$ cat config.mk
export PLATFORM = sky130hd
export DESIGN_NAME = tmds_decoder
export DESIGN_NICKNAME = d
export VERILOG_FILES = /design/src/rtl/tmds_pkg.sv /design/src/rtl/tmds_symbol_decode.sv /design/src/rtl/tmds_decoder.sv
export SDC_FILE = /design/constraint.sdc
export NUM_CORES = 1
export LEC_CHECK = 0
export CORE_UTILIZATION = 45
export CTS_BUF_LIST = sky130_fd_sc_hd__clkbuf_16
export CTS_CLUSTER_DIAMETER = 200
export DETAILED_ROUTE_END_ITERATION = 16
export PLACE_DENSITY = 0.66
export SYNTH_ARGS = -nofsm -noshare
export SYNTH_HDL_FRONTEND = slang
export SYNTH_SLANG_ARGS = --single-unit
$ cat constraint.sdc
create_clock -name pclk -period 3.7 [get_ports pclk]
set_clock_uncertainty 0.15 [all_clocks]
set_input_delay 0.555 -clock pclk [delete_from_list [all_inputs] [get_ports pclk]]
set_output_delay 0.555 -clock pclk [all_outputs]
set_load 0.005 [all_outputs]
$ cat src/rtl/tmds_pkg.sv
// Shared TMDS receive definitions: control tokens, alignment FSM states, widths.
package tmds_pkg;

  localparam logic [9:0] TOK_C00 = 10'h354;
  localparam logic [9:0] TOK_C01 = 10'h0AB;
  localparam logic [9:0] TOK_C10 = 10'h154;
  localparam logic [9:0] TOK_C11 = 10'h2AB;

  typedef enum logic {
    ST_SEARCH = 1'b0,
    ST_LOCKED = 1'b1
  } state_e;

  localparam int             OFS_W   = 4;
  localparam logic [OFS_W-1:0] OFS_MAX = 4'd9;
  localparam int             CNT_W   = 12;

  // Returns {is_ctrl, c1, c0}; non-token symbols map to 3'b000.
  function automatic logic [2:0] ctrl_lookup(input logic [9:0] s);
    case (s)
      TOK_C00: ctrl_lookup = 3'b100;
      TOK_C01: ctrl_lookup = 3'b101;
      TOK_C10: ctrl_lookup = 3'b110;
      TOK_C11: ctrl_lookup = 3'b111;
      default: ctrl_lookup = 3'b000;
    endcase
  endfunction

endpackage

$ cat src/rtl/tmds_symbol_decode.sv
// Combinational TMDS 10b symbol decode: control-token detect plus 8b data recovery.
module tmds_symbol_decode
  import tmds_pkg::*;
(
  input  logic [9:0] sym_i,
  output logic       is_ctrl_o,
  output logic [1:0] c_o,
  output logic [7:0] data_o
);

  logic [7:0] t;

  always_comb begin
    {is_ctrl_o, c_o} = ctrl_lookup(sym_i);
    t      = sym_i[9] ? ~sym_i[7:0] : sym_i[7:0];
    data_o = '0;
    data_o[0] = t[0];
    // bit 8 selects XOR vs XNOR chaining used by the encoder
    for (int i = 1; i < 8; i++)
      data_o[i] = sym_i[8] ? (t[i] ^ t[i-1]) : ~(t[i] ^ t[i-1]);
  end

endmodule

$ cat src/rtl/tmds_decoder.sv
// One-channel TMDS receiver: bit-slip alignment from control-token runs, then decode.
// Optional lock-loss counter on err_cnt enabled by TMDS_DECODER_ERRCNT_EN.
module tmds_decoder
  import tmds_pkg::*;
#(
  parameter int CTRL_RUN       = 8,
  parameter int SEARCH_TIMEOUT = 1024,
  parameter int LOSS_TIMEOUT   = 1024
) (
  input  logic             pclk,
  input  logic             rst,
  input  logic [9:0]       din,
  output logic [7:0]       data_out,
  output logic             de,
  output logic             c0,
  output logic             c1,
  output logic             locked,
  output logic [OFS_W-1:0] offset,
  output logic [7:0]       err_cnt
);

  localparam logic [CNT_W-1:0] CNT_ONE = CNT_W'(1);

  logic [9:0]       prev_q, sym_q, window;
  logic [19:0]      cat;
  state_e           state_q, state_d;
  logic [OFS_W-1:0] offset_q, offset_d;
  logic [CNT_W-1:0] run_q, run_d, tmo_q, tmo_d, loss_q, loss_d;
  logic [1:0]       flush_q, flush_d;
  logic [7:0]       data_q;
  logic             de_q;
  logic [1:0]       c_q;

  logic             is_ctrl;
  logic [1:0]       ctrl_c;
  logic [7:0]       dec_data;

  // Bits of the current word sit above the previous word so offset walks forward in wire order.
  assign cat    = {din, prev_q};
  assign window = cat[{1'b0, offset_q} +: 10];

  tmds_symbol_decode u_dec (
    .sym_i     (sym_q),
    .is_ctrl_o (is_ctrl),
    .c_o       (ctrl_c),
    .data_o    (dec_data)
  );

  always_comb begin
    state_d  = state_q;
    offset_d = offset_q;
    run_d    = run_q;
    tmo_d    = tmo_q;
    loss_d   = loss_q;
    flush_d  = flush_q;
    if (state_q == ST_SEARCH) begin
      tmo_d = tmo_q + CNT_ONE;
      if (flush_q != 2'd0) flush_d = flush_q - 2'd1;
      else if (is_ctrl)    run_d   = run_q + CNT_ONE;
      else                 run_d   = '0;
      if (flush_q == 2'd0 && is_ctrl && run_q == CNT_W'(CTRL_RUN - 1)) begin
        state_d = ST_LOCKED;
        run_d   = '0;
        tmo_d   = '0;
        loss_d  = '0;
      end else if (tmo_q == CNT_W'(SEARCH_TIMEOUT - 1)) begin
        offset_d = (offset_q == OFS_MAX) ? '0 : offset_q + 4'd1;
        run_d    = '0;
        tmo_d    = '0;
        // sym still carries the old alignment for two cycles
        flush_d  = 2'd2;
      end
    end else begin
      if (is_ctrl) begin
        loss_d = '0;
      end else if (loss_q == CNT_W'(LOSS_TIMEOUT - 1)) begin
        state_d = ST_SEARCH;
        loss_d  = '0;
        run_d   = '0;
        tmo_d   = '0;
      end else begin
        loss_d = loss_q + CNT_ONE;
      end
    end
  end

  always_ff @(posedge pclk or posedge rst) begin
    if (rst) begin
      prev_q   <= '0;
      sym_q    <= '0;
      state_q  <= ST_SEARCH;
      offset_q <= '0;
      run_q    <= '0;
      tmo_q    <= '0;
      loss_q   <= '0;
      flush_q  <= '0;
      data_q   <= '0;
      de_q     <= 1'b0;
      c_q      <= '0;
    end else begin
      prev_q   <= din;
      sym_q    <= window;
      state_q  <= state_d;
      offset_q <= offset_d;
      run_q    <= run_d;
      tmo_q    <= tmo_d;
      loss_q   <= loss_d;
      flush_q  <= flush_d;
      if (state_q == ST_LOCKED) begin
        if (is_ctrl) begin
          de_q   <= 1'b0;
          data_q <= '0;
          c_q    <= ctrl_c;
        end else begin
          de_q   <= 1'b1;
          data_q <= dec_data;
        end
      end else begin
        de_q   <= 1'b0;
        data_q <= '0;
        c_q    <= '0;
      end
    end
  end

`ifdef TMDS_DECODER_ERRCNT_EN
  logic [7:0] err_q;
  always_ff @(posedge pclk or posedge rst) begin
    if (rst)
      err_q <= '0;
    else if (state_q == ST_LOCKED && state_d == ST_SEARCH && err_q != 8'hFF)
      err_q <= err_q + 8'd1;
  end
  assign err_cnt = err_q;
`else
  assign err_cnt = '0;
`endif

  assign data_out = data_q;
  assign de       = de_q;
  assign c0       = c_q[0];
  assign c1       = c_q[1];
  assign locked   = (state_q == ST_LOCKED);
  assign offset   = offset_q;

endmodule

==> results.yml, run 1 <==
route:
  met3RoutedLength_um: 379
  wl_mm: 9.07
  via_count: 3390
  avgViaCountPerCell: 5.72
  ant_nets: 0
  wl_met2_mm: 4.08
  drtIter0Drc: 124
  first_pass_iters: 4
  drcViolationCount: 0
  top_layer: "met4"
  wl_met1_mm: 4.46
  wl_per_cell_um: 15.3
finish:
  utilization: 0.536
  fin_nets: 480
  area_delta_synth_final_pct: 14.9
  fillers: 823
  diodes: 0
  drive_gt1_frac: 0.121
clocking:
  clk_latency_ns: 0.34
  cts_inserted_buffers: 9
  clockRootBuffer: "clkbuf_16"
  cts_resized: 0
  clk_path_buf_depth: 2
  cts_num_sinks: 74
  h-tree-depth: 3
  clk_pin_slew_ns: 0.06
  cts_tree: "yes"
  holdBufCountCts: 0
  postCtsSetupBuffers: 0
worst_setup_path:
  crit_fanout: 25
  required_ns: 2.99
  cp-start-kind: "flop"
  cp-end-kind: "output pin"
  r2r_setup_slack_ns: 1.02
  critPathBufInv: 1
  slowest_delay_ns: 1.02
  cp_top_family: "flip-flops"
  critPathKind: "flop to output pin"
  worstPathArrival_ns: 2.03
  slowest_stage: "dfrtp_1"
  worstPathCellList: "clkdlybuf4s50_1"
placement:
  io_buffers: 27
  hpwlAfterDp_mm: 6.38
  place.gp.congestion: 0.831
  post-place-ws_ns: 1.06
sta:
  clock.fmax_ghz: 0.366
  worst_slack_ns: 0.968
  period_needed_ns: 2.73
  finalCritPeriodShare: 0.739
  rsz0062_at_grt: "false"
  tightestPinTransition_ns: 1.03
  hold_viol: 0
  fin_tns_setup_ns: 0
  setup_viol: 0
  final-max-slew-violation-count: 0
  maxSlewHeadroom: 0.310
min_path:
  hold_path_class: "flop to flop"
synth:
  synth_edf_count: 0
  synthDistinctLibCells: 65
  syn_inst: 439
  ys_ff_latch: 74
  async_flop_share: 1.00
  yosysSeqAreaShare: 0.430
  synth_area_sq_um: 4310
  ys.flop_type: "dfrtp_1"
  avgSynthCellArea_sq_um: 9.82
  yosysWarnings: 0
power_and_ir_drop:
  leakagePower_nw: 2.04
  peakVddDrop_uv: 252
  p_per_area_nw_per_um2: 363
die:
  io_pins: 36
  die_area_sq_um: 9970
  start_util: 0.466
  fp-row-count: 35
  core_sq_um: 9240
  die_x_um: 99.9
  die_y_um: 99.9
global_route:
  grt_pass1_wl_mm: 15.0
  antenna_found_initial: 0
  overflow: 0
  grtUsageTotal: 0.193
  grt_pass1_vias: 3077
  grt_max_degree: 39
flow_run:
  max_cap_violations: 0
run_status:
  status: "completed"
==> final timing paths <==
check | from | to | cells after the start
max | offset[0] | offset[0] | 1
max in group asynchronous | rst | tmo_q[6] | 3
min | loss_q[9] | loss_q[9] | 1
min reg2reg | loss_q[9] | loss_q[9] | 1
min in group asynchronous | rst | data_out[6] | 2
max reg2reg | run_q[0] | loss_q[0] | 6
==> synth_stat cells, types with 5 or more instances <==
| library cell | number | area share |
|---|---|---|
| a21oi_1 | 17 | 0.020 |
| a22o_1 | 5 | 0.010 |
| a31oi_1 | 17 | 0.025 |
| and3_1 | 9 | 0.013 |
| buf_2 | 6 | 0.0070 |
| buf_4 | 8 | 0.014 |
| clkbuf_1 | 12 | 0.010 |
| dfrtp_1 | 74 | 0.43 |
| ha_1 | 9 | 0.026 |
| inv_1 | 16 | 0.014 |
| mux2_2 | 11 | 0.029 |
| mux2i_1 | 10 | 0.023 |
| mux4_2 | 7 | 0.037 |
| nand2_1 | 40 | 0.035 |
| nand2b_1 | 6 | 0.0087 |
| nand3_1 | 18 | 0.021 |
| nand4_1 | 5 | 0.0073 |
| nor2_1 | 38 | 0.033 |
| nor2b_1 | 5 | 0.0073 |
| nor3_1 | 7 | 0.0081 |
| o211ai_1 | 8 | 0.014 |
| o21ai_0 | 27 | 0.031 |
| o22ai_1 | 6 | 0.0087 |
| xnor2_1 | 11 | 0.022 |
==> metrics by stage <==
| stage | total power, mW | hold slack, ns | instances | instance area, sq um |
|---|---|---|---|---|
| after CTS | 1.81 | 0.341 | 593 | 4950 |
| after global placement | 0.936 | 0.334 | 577 | 4650 |
| after global routing | 1.86 | 0.362 | 593 | 4950 |
| final | 1.80 | 0.339 | 593 | 4950 |
| after floorplan | 0.911 | 0.301 | 446 | 4340 |
| after detailed placement | 0.938 | 0.327 | 577 | 4650 |
==> final cells by class <==
| cell class | instances | area [sq um] | share of cell area |
|---|---|---|---|
| clock inverter | 7 | 77.6 | 0.0157 |
| clock buffer | 9 | 225 | 0.0455 |
| timing repair buffer | 29 | 298 | 0.0601 |
| inverter | 16 | 60.1 | 0.0121 |
| multi-input combinational | 329 | 2280 | 0.460 |
| tap | 129 | 161 | 0.0326 |
| sequential | 74 | 1850 | 0.374 |
==> report_power, final <==
group | internal (mW) | total, mW | switching, mW
clock network | 0.527 | 0.877 | 0.350
registers | 0.821 | 0.831 | 0.0102
logic | 0.0433 | 0.0908 | 0.0475
total | 1.39 | 1.80 | 0.408
==> sequential cells by signal (all words and copies together) (netlist names) <==
name      flops
offset        4
tmo_q        12
run_q        12
prev_q       10
flush_q       2
loss_q       12
locked        1
c_q           2
data_out      8
sym_q        10
de            1
==> worst register-to-register path, cell delays in order, from the launching register on <==
cell,delay [ns]
dfrtp_1,0.39
ha_1,0.23
nor4bb_1,0.36
and4_4,0.32
a21boi_2,0.65
nor2_1,0.16
mux2_2,0.31
==> cell usage in the layout, fill, tap and decap left out, types with 3 or more instances in the layout <==
cell,instances
xor2_1,4
a211oi_1,4
and2_1,4
nand3_1,18
a31oi_1,17
o21a_1,4
mux2_2,11
xnor2_1,11
inv_1,15
nor2_1,38
a22o_1,5
o211ai_1,8
clkdlybuf4s50_1,27
o31ai_1,3
o22ai_1,6
nand2b_1,6
ha_1,9
a21oi_1,17
mux2i_1,10
and3_1,9
nor2b_1,5
dfrtp_1,74
conb_1,8
nand2_1,40
nand4_1,5
clkbuf_16,9
nor3_1,7
nor4_1,3
mux4_2,7
o21ai_0,27
==> per-layer routing <==
metal / GRT usage / vias to the layer above
met3: 0.0272 / 11
met2: 0.294 / 93
met4: 0.0747 / 0
met1: 0.277 / 1635
met5: 0 / -
li1: - / 1651
==> kinds of logic (layout without fill, tap and decap cells) <==
logic type | Yosys count | in the layout | synth area share
and+or+nand+nor | 161 | 161 | 0.208
AOI/OAI and AO/OA | 108 | 108 | 0.168
DFF | 74 | 74 | 0.430
buffers and inverters | 43 | 61 | 0.0479
muxes | 28 | 28 | 0.0885
xor gates and xnor gates | 15 | 15 | 0.0305
adders and majority gates | 9 | 9 | 0.0261
other | 1 | 8 | 0.000870
No activity file was read; power rests on OpenSTA's default activity.
==> run 2: changes to the inputs <==
==> constraint.sdc (replaced) <==
create_clock -name pclk -period 2.6 [get_ports pclk]
set_clock_uncertainty 0.15 [all_clocks]
set_input_delay 0.39 -clock pclk [delete_from_list [all_inputs] [get_ports pclk]]
set_output_delay 0.39 -clock pclk [all_outputs]
set_load 0.005 [all_outputs]
==> results.yml, run 2 (same netlist as run 1, synthesis figures left out) <==
power_and_ir_drop:
  peakVddDrop_uv: 352
  power_mw: 2.59
  p_per_area_nw_per_um2: 508
  leakagePower_nw: 2.13
worst_setup_path:
  slowest_delay_ns: 0.65
  cp-end-kind: "flop"
  cp-start-kind: "flop"
  required_ns: 2.70
  crit_fanout: 17
  critPathKind: "flop to flop"
  worstPathCellList: "ha_1 -> nor4bb_1 -> and4_4 -> a21boi_2 -> buf_4 -> or4_2 -> a31oi_1"
  slowest_stage: "or4_2"
  worstPathArrival_ns: 2.56
die:
  die_x_um: 99.9
  start_util: 0.466
  die_y_um: 99.9
  io_pins: 36
  die_area_sq_um: 9970
  fp-row-count: 35
  core_sq_um: 9240
placement:
  place.gp.congestion: 0.836
  hpwlAfterDp_mm: 6.92
  io_buffers: 27
  postPlaceCellArea_sq_um: 4790
global_route:
  antenna_found_initial: 0
  grtUsageTotal: 0.212
  grt_pass1_wl_mm: 16.5
  grt_pass1_vias: 3369
  overflow: 0
  grt_max_degree: 27
sta:
  maxSlewHeadroom: 0.599
  tightestPinTransition_ns: 0.600
  rsz0062_at_grt: "false"
  clock.fmax_ghz: 0.408
  setup_viol: 0
  hold_viol: 0
  period_needed_ns: 2.45
  final-max-slew-violation-count: 0
  finalCritPeriodShare: 0.944
  fin_tns_setup_ns: 0
clocking:
  clockRootBuffer: "clkbuf_16"
  clk_pin_slew_ns: 0.07
  cts_tree: "yes"
  clk_latency_ns: 0.34
  clk_path_buf_depth: 2
  postCtsSetupBuffers: 0
  cts_inserted_buffers: 9
  cts_num_sinks: 74
  holdBufCountCts: 0
  cts_resized: 0
  h-tree-depth: 3
route:
  avgViaCountPerCell: 5.70
  ant_nets: 0
  wl_per_cell_um: 16.0
  wl_mm: 9.75
  via_count: 3478
  drcViolationCount: 0
  first_pass_iters: 4
  drtIter0Drc: 146
finish:
  final_area_sq_um: 5090
  final_common_cell: "dfrtp_1"
  fin_nets: 497
  diodes: 0
  drive_gt1_frac: 0.150
  area_delta_synth_final_pct: 18.1
  mostFrequentLayoutCells: "74 x dfrtp_1, 40 x nand2_1, 38 x nor2_1"
  largestRegisters: "loss_q (12), run_q (12), tmo_q (12)"
run_status:
  status: "completed"
min_path:
  hold_path_class: "input pin to asynchronous set/reset pin"
flow_run:
  max_cap_violations: 0
-- run 2: cell types whose count changed in the layout (fill, tap and decap cells not counted), sizes merged --
cell | before | now
inv | 18 | 19
buf | 2 | 19
clkinv | 3 | 2
-- run 2: layer usage --
| metal | GRT usage | share of wire |
|---|---|---|
| met1 | 0.306 | 0.50 |
| met2 | 0.314 | 0.44 |
| met3 | 0.0341 | 0.036 |
| met4 | 0.0928 | 0.021 |
| met5 | 0 | 0 |
-- run 2: where the power goes --
group          internal [mW]  switching [mW]
registers               1.17          0.0157
clock network          0.752           0.519
logic                 0.0649          0.0702
total                   1.98           0.605
-- run 2: worst max-delay path: cells and delay by family (launching register included) --
family	cells	cell delay, ns
DFF	1	0.41
buffers and inverters	1	0.20
AOI/OAI and AO/OA	2	0.33
and+or+nand+nor	3	1.03
adders and majority gates	1	0.25
-- run 2: final timing paths --
check                               start        end  slack [ns]  depth (start not counted)
worst max register to register   run_q[0]   tmo_q[5]        0.15                          7
worst min-delay path                  rst   run_q[8]        0.29                          2
min in group pclk               loss_q[9]  loss_q[9]        0.36                          1
worst max-delay path             run_q[0]   tmo_q[5]        0.15                          7
worst min register to register  loss_q[9]  loss_q[9]        0.36                          1
max in group asynchronous             rst  prev_q[0]        1.46                          3
-- run 2: area by class of cell --
type	instances	area, sq um
Clock inverter	7	76.3
Tap cell	129	161
Timing Repair Buffer	46	438
Clock buffer	9	225
Fill cell	825	4150
Inverter	16	60.1
Multi-Input combinational cell	329	2280
Sequential cell	74	1850
-- run 2: stage by stage --
step,cells,utilization,hold WS (ns),setup slack [ns]
3_5_place_dp,594,0.518,0.356,0.169
3_3_place_gp,594,0.518,0.328,0.222
2_1_floorplan,446,-,0.271,0.178
4_1_cts,610,0.551,0.317,0.161
5_1_grt,610,0.551,0.376,0.0700
6_report,610,0.551,0.294,0.147
==> run 3: changes to the inputs <==
--- a/config.mk
+++ b/config.mk
@@ -9,6 +9,8 @@
 export CTS_BUF_LIST = sky130_fd_sc_hd__clkbuf_16
 export CTS_CLUSTER_DIAMETER = 200
 export DETAILED_ROUTE_END_ITERATION = 16
+export GPL_TIMING_DRIVEN = 1
+export MAX_ROUTING_LAYER = met4
 export PLACE_DENSITY = 0.66
 export SYNTH_ARGS = -nofsm -noshare
 export SYNTH_HDL_FRONTEND = slang
==> results.yml, run 3 (same netlist as run 1, synthesis figures left out) <==
run_status:
  status: "completed"
power_and_ir_drop:
  leakagePower_nw: 2.12
  p_sw_mw: 0.565
  p_int_mw: 1.97
  pwr-share-seq: 0.466
  combPwrFrac: 0.053
  power.share.clock: 0.481
  swShare: 0.223
  peakVddDrop_uv: 347
  p_per_area_nw_per_um2: 499
global_route:
  grt_pass1_wl_mm: 16.2
  antenna_found_initial: 0
  grtUsageTotal: 0.211
  grt_max_degree: 29
  grt_pass1_vias: 3365
  overflow: 0
clocking:
  cts_inserted_buffers: 9
  clockRootBuffer: "clkbuf_16"
  h-tree-depth: 3
  clk_latency_ns: 0.33
  postCtsSetupBuffers: 0
  clk_path_buf_depth: 2
  cts_num_sinks: 74
  clk_pin_slew_ns: 0.06
  holdBufCountCts: 0
  cts_resized: 0
  cts_tree: "yes"
die:
  core_sq_um: 9240
  io_pins: 36
  die_area_sq_um: 9970
  start_util: 0.466
  die_x_um: 99.9
  die_y_um: 99.9
  fp-row-count: 35
worst_setup_path:
  critPathKind: "flop to flop"
  required_ns: 2.70
  crit_fanout: 17
  worstPathArrival_ns: 2.52
  r2r_setup_slack_ns: 0.18
  cp-end-kind: "flop"
  cp-start-kind: "flop"
finish:
  drive_gt1_frac: 0.146
  final_common_cell: "dfrtp_1"
  instances_no_fill: 610
  fillers: 827
  largestRegisters: "loss_q (12), run_q (12), tmo_q (12)"
  final_area_sq_um: 5080
  mostFrequentLayoutCells: "74 x dfrtp_1, 40 x nand2_1, 38 x nor2_1"
  multi_input_area_sq_um: 2280
  layout.area.seq_sq_um: 1850
  diodes: 0
  fin_nets: 497
  area_delta_synth_final_pct: 17.9
sta:
  rsz0062_at_grt: "false"
  setup_viol: 0
  hold_viol: 0
  clock.fmax_ghz: 0.414
  maxSlewHeadroom: 0.583
  worst_slack_ns: 0.182
  finalCritPeriodShare: 0.930
  period_needed_ns: 2.42
  fin_tns_setup_ns: 0
  tightestPinTransition_ns: 0.626
  final-max-slew-violation-count: 0
flow_run:
  max_cap_violations: 0
route:
  wl_mm: 9.31
  first_pass_iters: 4
  via_count: 3390
  drcViolationCount: 0
  drtIter0Drc: 125
  avgViaCountPerCell: 5.56
  ant_nets: 0
  wl_per_cell_um: 15.3
min_path:
  hold_path_class: "input pin to asynchronous set/reset pin"
placement:
  place.gp.congestion: 0.843
  io_buffers: 27
  postPlaceCellArea_sq_um: 4790
  dp.cells: 594
  post-place-ws_ns: 0.180
  hpwlAfterDp_mm: 6.79
## run 3: cell count changes in the layout (fill, tap and decap cells not counted)
cell      previous run  this run
inv_6                3         2
clkinv_1             1         3
clkinv_4             1         0
## run 3: layout make-up
cell class / instances / share of cell area
clock inverter: 7 / 0.0131
tap: 129 / 0.0318
multi-input combinational: 329 / 0.448
clock buffer: 9 / 0.0443
timing repair buffer: 46 / 0.0862
sequential: 74 / 0.364
inverter: 16 / 0.0118
## run 3: worst paths after layout
kind	startpoint	end	depth (start not counted)
hold reg to reg	loss_q[9]	loss_q[9]	1
max in group asynchronous	rst	tmo_q[1]	3
min in group pclk	loss_q[9]	loss_q[9]	1
setup reg to reg	run_q[0]	tmo_q[9]	7
hold / removal	rst	loss_q[11]	2
setup / recovery	run_q[0]	tmo_q[9]	7
## run 3: power groups by stage
| stage | clock [mW] | sequential, mW | combinational [mW] |
|---|---|---|---|
| floorplan | 0 | 1.20 | 0.0992 |
| global placement | 0 | 1.20 | 0.134 |
| detailed placement | 0 | 1.20 | 0.136 |
| CTS | 1.25 | 1.18 | 0.137 |
| global route | 1.30 | 1.19 | 0.150 |
| finish | 1.22 | 1.18 | 0.134 |
## run 3: metal layers
layer,share of wire,global-route usage
met5,0,-
met4,0.010,0.0667
met3,0.036,0.0494
met2,0.45,0.307
met1,0.50,0.293
## run 3: worst max-delay path, stage by stage, from the launching register on
cell and delay (ns):
dfrtp_1 0.41, ha_1 0.24, nor4bb_1 0.15, and4_4 0.22, a21boi_2 0.15, buf_4 0.19
or4_2 0.65, a31oi_1 0.17
## run 3: metrics by stage
step                      hold WS [ns]   util  power [mW]
final                            0.285  0.550        2.54
after global routing             0.338  0.550        2.63
after CTS                        0.304  0.550        2.57
after detailed placement         0.338  0.518        1.34
after global placement           0.335  0.518        1.34
after floorplan                  0.271      -        1.30
==> RTL edit 1 (settings of run 3) <==
Build with the macro `TMDS_DECODER_ERRCNT_EN` defined.
--- a/src/rtl/tmds_decoder.sv
+++ b/src/rtl/tmds_decoder.sv
@@ -1,5 +1,7 @@
 // One-channel TMDS receiver: bit-slip alignment from control-token runs, then decode.
 // Optional lock-loss counter on err_cnt enabled by TMDS_DECODER_ERRCNT_EN.
+`define TMDS_DECODER_ERRCNT_EN
+
 module tmds_decoder
   import tmds_pkg::*;
 #(
Function: no difference found for any inputs over 10 cycles, from zero or initial values and one cycle with rst high; that may be too few to reach the edited logic, so the function may still have changed.
==> RTL edit 1 against run 3 <==
- sequential cell count rose by 8
- final area increased by 6.5%
- via count grew 4.2%
- routed wire length increased by 6.1%
- maximum frequency is 4.5% higher
- non-clock buffer count grew 5
- power is 0.91% higher
- synthesized area increased by 7.5%
- worst setup slack improved by 0.10 ns
- critical endpoint is now run_q[6]
- largest cell class unchanged
==> RTL edit 1: results (changes against run 3) <==
route:
  routed_wl_mm: 9.87  # +6.1%
  vias: 3533  # +4.2%
  dr.pass1.iters: 4  # unchanged
  first_iter_violations: 211  # +69%
clocking:
  insertion_delay_ns: 0.34
  root_buffer: "clkbuf_16"
  cts_buffer_depth: 2  # unchanged
  clk_pin_slew_worst_paths_ns: 0.06  # about the same
  cts_buffers: 9  # unchanged
  ctsHtreeMaxLevel: 3  # unchanged
  cts_setup_buffers: 0  # unchanged
  post_cts_resized: 0  # unchanged
grt:
  grt_util_all_layers: 0.212  # +0.000759
  grt_max_degree: 83  # +190%
  antenna_found_initial: 0  # unchanged
  grt_pass1_vias: 3324  # -1.2%
  grt_pass1_wl_mm: 16.7  # +2.7%
setup_path:
  critPathMaxStageDelay_ns: 0.41  # -0.24 ns
  crit_family: "compound AO/OA/AOI/OAI gates"
  crit_arrival_ns: 2.38  # -0.14 ns
  cpMaxStageDelayCell: "a221o_1"
  cp_max_fo: 12  # -5
outcome:
  outcome: "completed"
synth:
  synth_warnings: 0  # unchanged
  async_flop_share: 1.00  # unchanged
  ys_top_cells_by_count: "82 x dfrtp_1, 40 x nor2_1, 27 x nand3_1"
  synth_area_leaders: "dfrtp_1 44%, mux4_2 4.4%, nor2_1 3.2%"
  synth_nets: 467
  synth_adder_area_share: 0.0270  # +0.000866
  synth_xor_area_frac: 0.0472  # +0.0168
  synth.area.mux_share: 0.0928  # +0.00431
  ys_seq_area_frac: 0.443  # +0.0130
  synth_compound_area_frac: 0.140  # -0.0285
  synth_cell_types: 70  # +7.7%
layout:
  largestRegisters: "loss_q x12, run_q x12, tmo_q x12"
  drive_gt1_frac: 0.135  # -0.0106
  fin_nets: 506  # +1.8%
  diodes: 0  # unchanged
  fill_cells: 847  # +2.4%
worst_hold_path:
  worstHoldPathType: "flip-flop to flip-flop"
power:
  peakVddDrop_mv: 0.257  # -26%
  power.leakage_nw: 2.31  # +8.8%
placed_design:
  gp_congestion: 0.869  # +3.1%
  place_area_um2: 5160  # +7.7%
  hpwl_mm: 6.87  # +1.3%
  port_buffers: 35  # +30%
timing:
  hold_violations: 0  # unchanged
  slew_headroom: 0.589  # +0.00647
job:
  cap_violations: 0  # unchanged
[RTL edit 1: cell count changes after synthesis, sizes merged, moves of 5 or more]
cell	run 3	this run
a221o	1	11
a31oi	17	7
and3	10	16
dfrtp	74	82
nand2	40	24
nand2b	6	1
nand3	21	27
nor3	8	16
o211ai	8	0
o21ai	28	13
xnor2	11	17
[RTL edit 1: final cells by class]
class	count	area [µm²]	area share
Sequential cell	82	2050	0.379
Timing Repair Buffer	51	483	0.0892
Clock buffer	9	225	0.0416
Inverter	17	67.6	0.0125
Clock inverter	7	30.0	0.00555
Multi-Input combinational cell	323	2390	0.441
Tap cell	133	166	0.0307
[RTL edit 1: final timing paths]
kind / endpoint / startpoint / cells past startpoint / slack [ns]
worst max register to register: run_q[6] / tmo_q[0] / 6 / 0.29
worst min-delay path: err_cnt[6] / err_cnt[6] / 1 / 0.35
min in group asynchronous: err_cnt[4] / rst / 3 / 0.37
worst min register to register: err_cnt[6] / err_cnt[6] / 1 / 0.35
worst max-delay path: run_q[6] / tmo_q[0] / 6 / 0.29
max in group asynchronous: tmo_q[3] / rst / 3 / 1.58
[RTL edit 1: worst register-to-register path, delay by kind of cell, from the launching register on]
kind / cells / cell delay (ns)
flops: 1 / 0.39
buf+inv: 1 / 0.25
simple gates: 1 / 0.23
compound gates: 3 / 0.97
fa+ha+maj: 1 / 0.22
[RTL edit 1: per-layer routing]
layer  vias to the layer above  track usage  share of wire
met4                         0       0.0813          0.011
met2                        78        0.304           0.45
met1                      1708        0.297           0.49
met3                        10       0.0410          0.044
met5                         -            -              0
li1                       1737            -              -
[RTL edit 1: cell families after synthesis]
| logic type | count (synthesis) |
|---|---|
| adder cells (fa/ha/maj) | 10 |
| buffers and inverters | 40 |
| multiplexers | 30 |
| AND/OR/NAND/NOR | 173 |
| AO/OA/AOI/OAI | 85 |
| XOR/XNOR | 25 |
| flip-flops | 82 |
[RTL edit 1: metrics by stage]
step                      setup WS (ns)  cells
after floorplan                   0.361    445
after global placement            0.331    606
after detailed placement          0.323    606
after CTS                         0.303    622
after global routing              0.124    622
final                             0.285    622
[RTL edit 1: power by group]
| group | switching (W) | leakage, nW | internal [W] | total (W) |
|---|---|---|---|---|
| Combinational | 0.0000685 | 1.09 | 0.0000628 | 0.000131 |
| Sequential | 0.0000150 | 1.09 | 0.00129 | 0.00131 |
| Clock | 0.000496 | 0.132 | 0.000626 | 0.00112 |
==> RTL edit 2 (settings of run 3) <==
Made on the original files. Put a register stage on the outputs `c0`, `c1` and `locked`, cleared by the reset. The values now appear one clock later. The other outputs are not delayed to match.
--- a/src/rtl/tmds_decoder.sv
+++ b/src/rtl/tmds_decoder.sv
@@ -138,9 +138,17 @@
 
   assign data_out = data_q;
   assign de       = de_q;
-  assign c0       = c_q[0];
-  assign c1       = c_q[1];
-  assign locked   = (state_q == ST_LOCKED);
+  always_ff @(posedge pclk or posedge rst) begin
+    if (rst) begin
+      c0     <= '0;
+      c1     <= '0;
+      locked <= '0;
+    end else begin
+      c0     <= c_q[0];
+      c1     <= c_q[1];
+      locked <= (state_q == ST_LOCKED);
+    end
+  end
   assign offset   = offset_q;
 
 endmodule
Behaviour: no difference found for any inputs over 10 cycles, from zero or initial values and one cycle with rst high; that may be too few to reach the edited logic, so the function may still have changed.
==> RTL edit 2 against run 3 <==
- worst setup slack better by 0.057 ns
- sequential cell count is 3 higher
- combinational power hardly changed
- non-clock buffer count is 2 lower
- routed wire length is 3.0% higher
- synthesized area is 2.0% higher
- final area is 1.5% higher
- power is 8.6% higher
==> RTL edit 2: results (changes against run 3) <==
layout:
  largestRegisters: "loss_q x12, run_q x12, tmo_q x12"
  fill_cells: 837  # +1.2%
  fin_nets: 486  # -2.2%
  diodes: 0  # unchanged
  drive_gt1_frac: 0.153  # +0.00766
clocking:
  cts_buffers: 9  # unchanged
  cts_setup_buffers: 0  # unchanged
  cts_buffer_depth: 2  # unchanged
  clk_pin_slew_worst_paths_ns: 0.06  # about the same
  root_buffer: "clkbuf_16"
  insertion_delay_ns: 0.33  # about the same
  ctsHtreeMaxLevel: 3  # unchanged
timing:
  max_slew.worst_pin.slew_ns: 0.639  # +0.0129 ns
synth:
  ys_seq_area_frac: 0.438  # +0.00851
  synth_area_leaders: "dfrtp_1 44%, mux4_2 3.6%, o21ai_0 3.0%"
  synth_area_per_cell_um2: 10.1  # +3.0%
  synth_cell_types: 65  # unchanged
  ys_top_cells_by_count: "77 x dfrtp_1, 33 x nor2_1, 27 x nand2_1"
  async_flop_share: 1.00  # unchanged
  synth_warnings: 0  # unchanged
placed_design:
  hpwl_mm: 6.77  # -0.16%
  place_area_um2: 4820  # +0.55%
  gp_congestion: 0.841  # -0.25%
  dp_cells: 583  # -1.9%
  port_buffers: 27  # unchanged
power:
  power.leakage_nw: 2.09  # -1.5%
  peakVddDrop_mv: 0.338  # -2.6%
outcome:
  outcome: "completed"
worst_hold_path:
  worstHoldPathType: "primary input to async pin"
route:
  routed_wl_mm: 9.59  # +3.0%
  avgRoutedWirePerCell_um: 16.0  # +4.9%
  first_iter_violations: 224  # +79%
  dr.pass1.iters: 5  # +1
  vias: 3476  # +2.5%
setup_path:
  cp_max_fo: 14  # -3
  crit_family: "simple AND/OR/NAND/NOR gates"
  critPathMaxStageDelay_ns: 0.40  # -0.25 ns
  cpMaxStageDelayCell: "a21boi_4"
  crit_arrival_ns: 2.43  # -0.09 ns
grt:
  grt_util_all_layers: 0.206  # -0.00529
  antenna_found_initial: 0  # unchanged
  grt_pass1_wl_mm: 15.7  # -3.1%
  grt_pass1_vias: 3243  # -3.6%
  grt_max_degree: 54  # +86%
[RTL edit 2: changes by cell type after synthesis, sizes merged, moves of 4 or more]
| cell | change |
|---|---|
| nand4 | +6 |
| a31oi | -6 |
| nand2 | -13 |
| and2 | -4 |
| nor2 | -5 |
| nand3 | +8 |
| buf | +6 |
[RTL edit 2: final cells by class]
class | instances | area, µm² | area share
well taps | 129 | 161 | 0.0313
flip-flops and latches | 77 | 1930 | 0.374
repair buffers | 44 | 410 | 0.0796
clock inverters | 7 | 105 | 0.0204
inverters | 16 | 60.1 | 0.0116
multi-input cells | 317 | 2270 | 0.440
clock buffers | 9 | 225 | 0.0437
[RTL edit 2: worst paths after layout]
kind,start,end,slack [ns],depth (start not counted)
min,rst,data_out[2],0.10,2
max in group asynchronous,rst,tmo_q[2],1.71,3
min reg2reg,c_q[0],c0,0.24,0
max,run_q[0],loss_q[0],0.24,6
max reg2reg,run_q[0],loss_q[0],0.24,6
min in group pclk,c_q[0],c0,0.24,0
[RTL edit 2: repair_timing]
item,4_1_cts,5_1_grt
gates resized for setup,0,2
hold buffers,0,0
setup endpoints to repair,0,5
[RTL edit 2: per-layer routing]
metal  global-route usage  vias up  part of all wire
li1                     -     1656                 -
met1                0.283     1709              0.48
met2                0.311       96              0.46
met3               0.0340       15             0.042
met4               0.0713        0             0.013
met5                    -        -                 0
[RTL edit 2: report_power, final]
group | total (W) | internal (W) | switching [W]
sequential | 0.00123 | 0.00121 | 0.0000151
clock | 0.00139 | 0.000859 | 0.000534
combinational | 0.000134 | 0.0000631 | 0.0000704
[RTL edit 2: per-stage QoR]
step	hold slack [ns]	setup WS, ns	total power (W)
3_3_place_gp	0.226	0.221	0.00138
6_report	0.100	0.239	0.00276
5_1_grt	0.0991	0.106	0.00285
4_1_cts	0.0960	0.100	0.00278
2_1_floorplan	0.204	0.0933	0.00135
3_5_place_dp	0.227	0.118	0.00139
[RTL edit 2: worst register-to-register path: stages, from the launching register on]
cell and delay, ns:
dfrtp_1 0.38, ha_1 0.21, nor4bb_1 0.29, and4_2 0.33
a21boi_4 0.40, nor2_1 0.18, mux2_2 0.31
[RTL edit 2: kinds of logic after synthesis]
group                    synth area share
multiplexers                       0.0862
adder cells (fa/ha/maj)            0.0256
flip-flops                          0.438
AND/OR/NAND/NOR                     0.195
AO/OA/AOI/OAI                       0.166
XOR/XNOR                           0.0339
other                            0.000853
buffers and inverters              0.0546
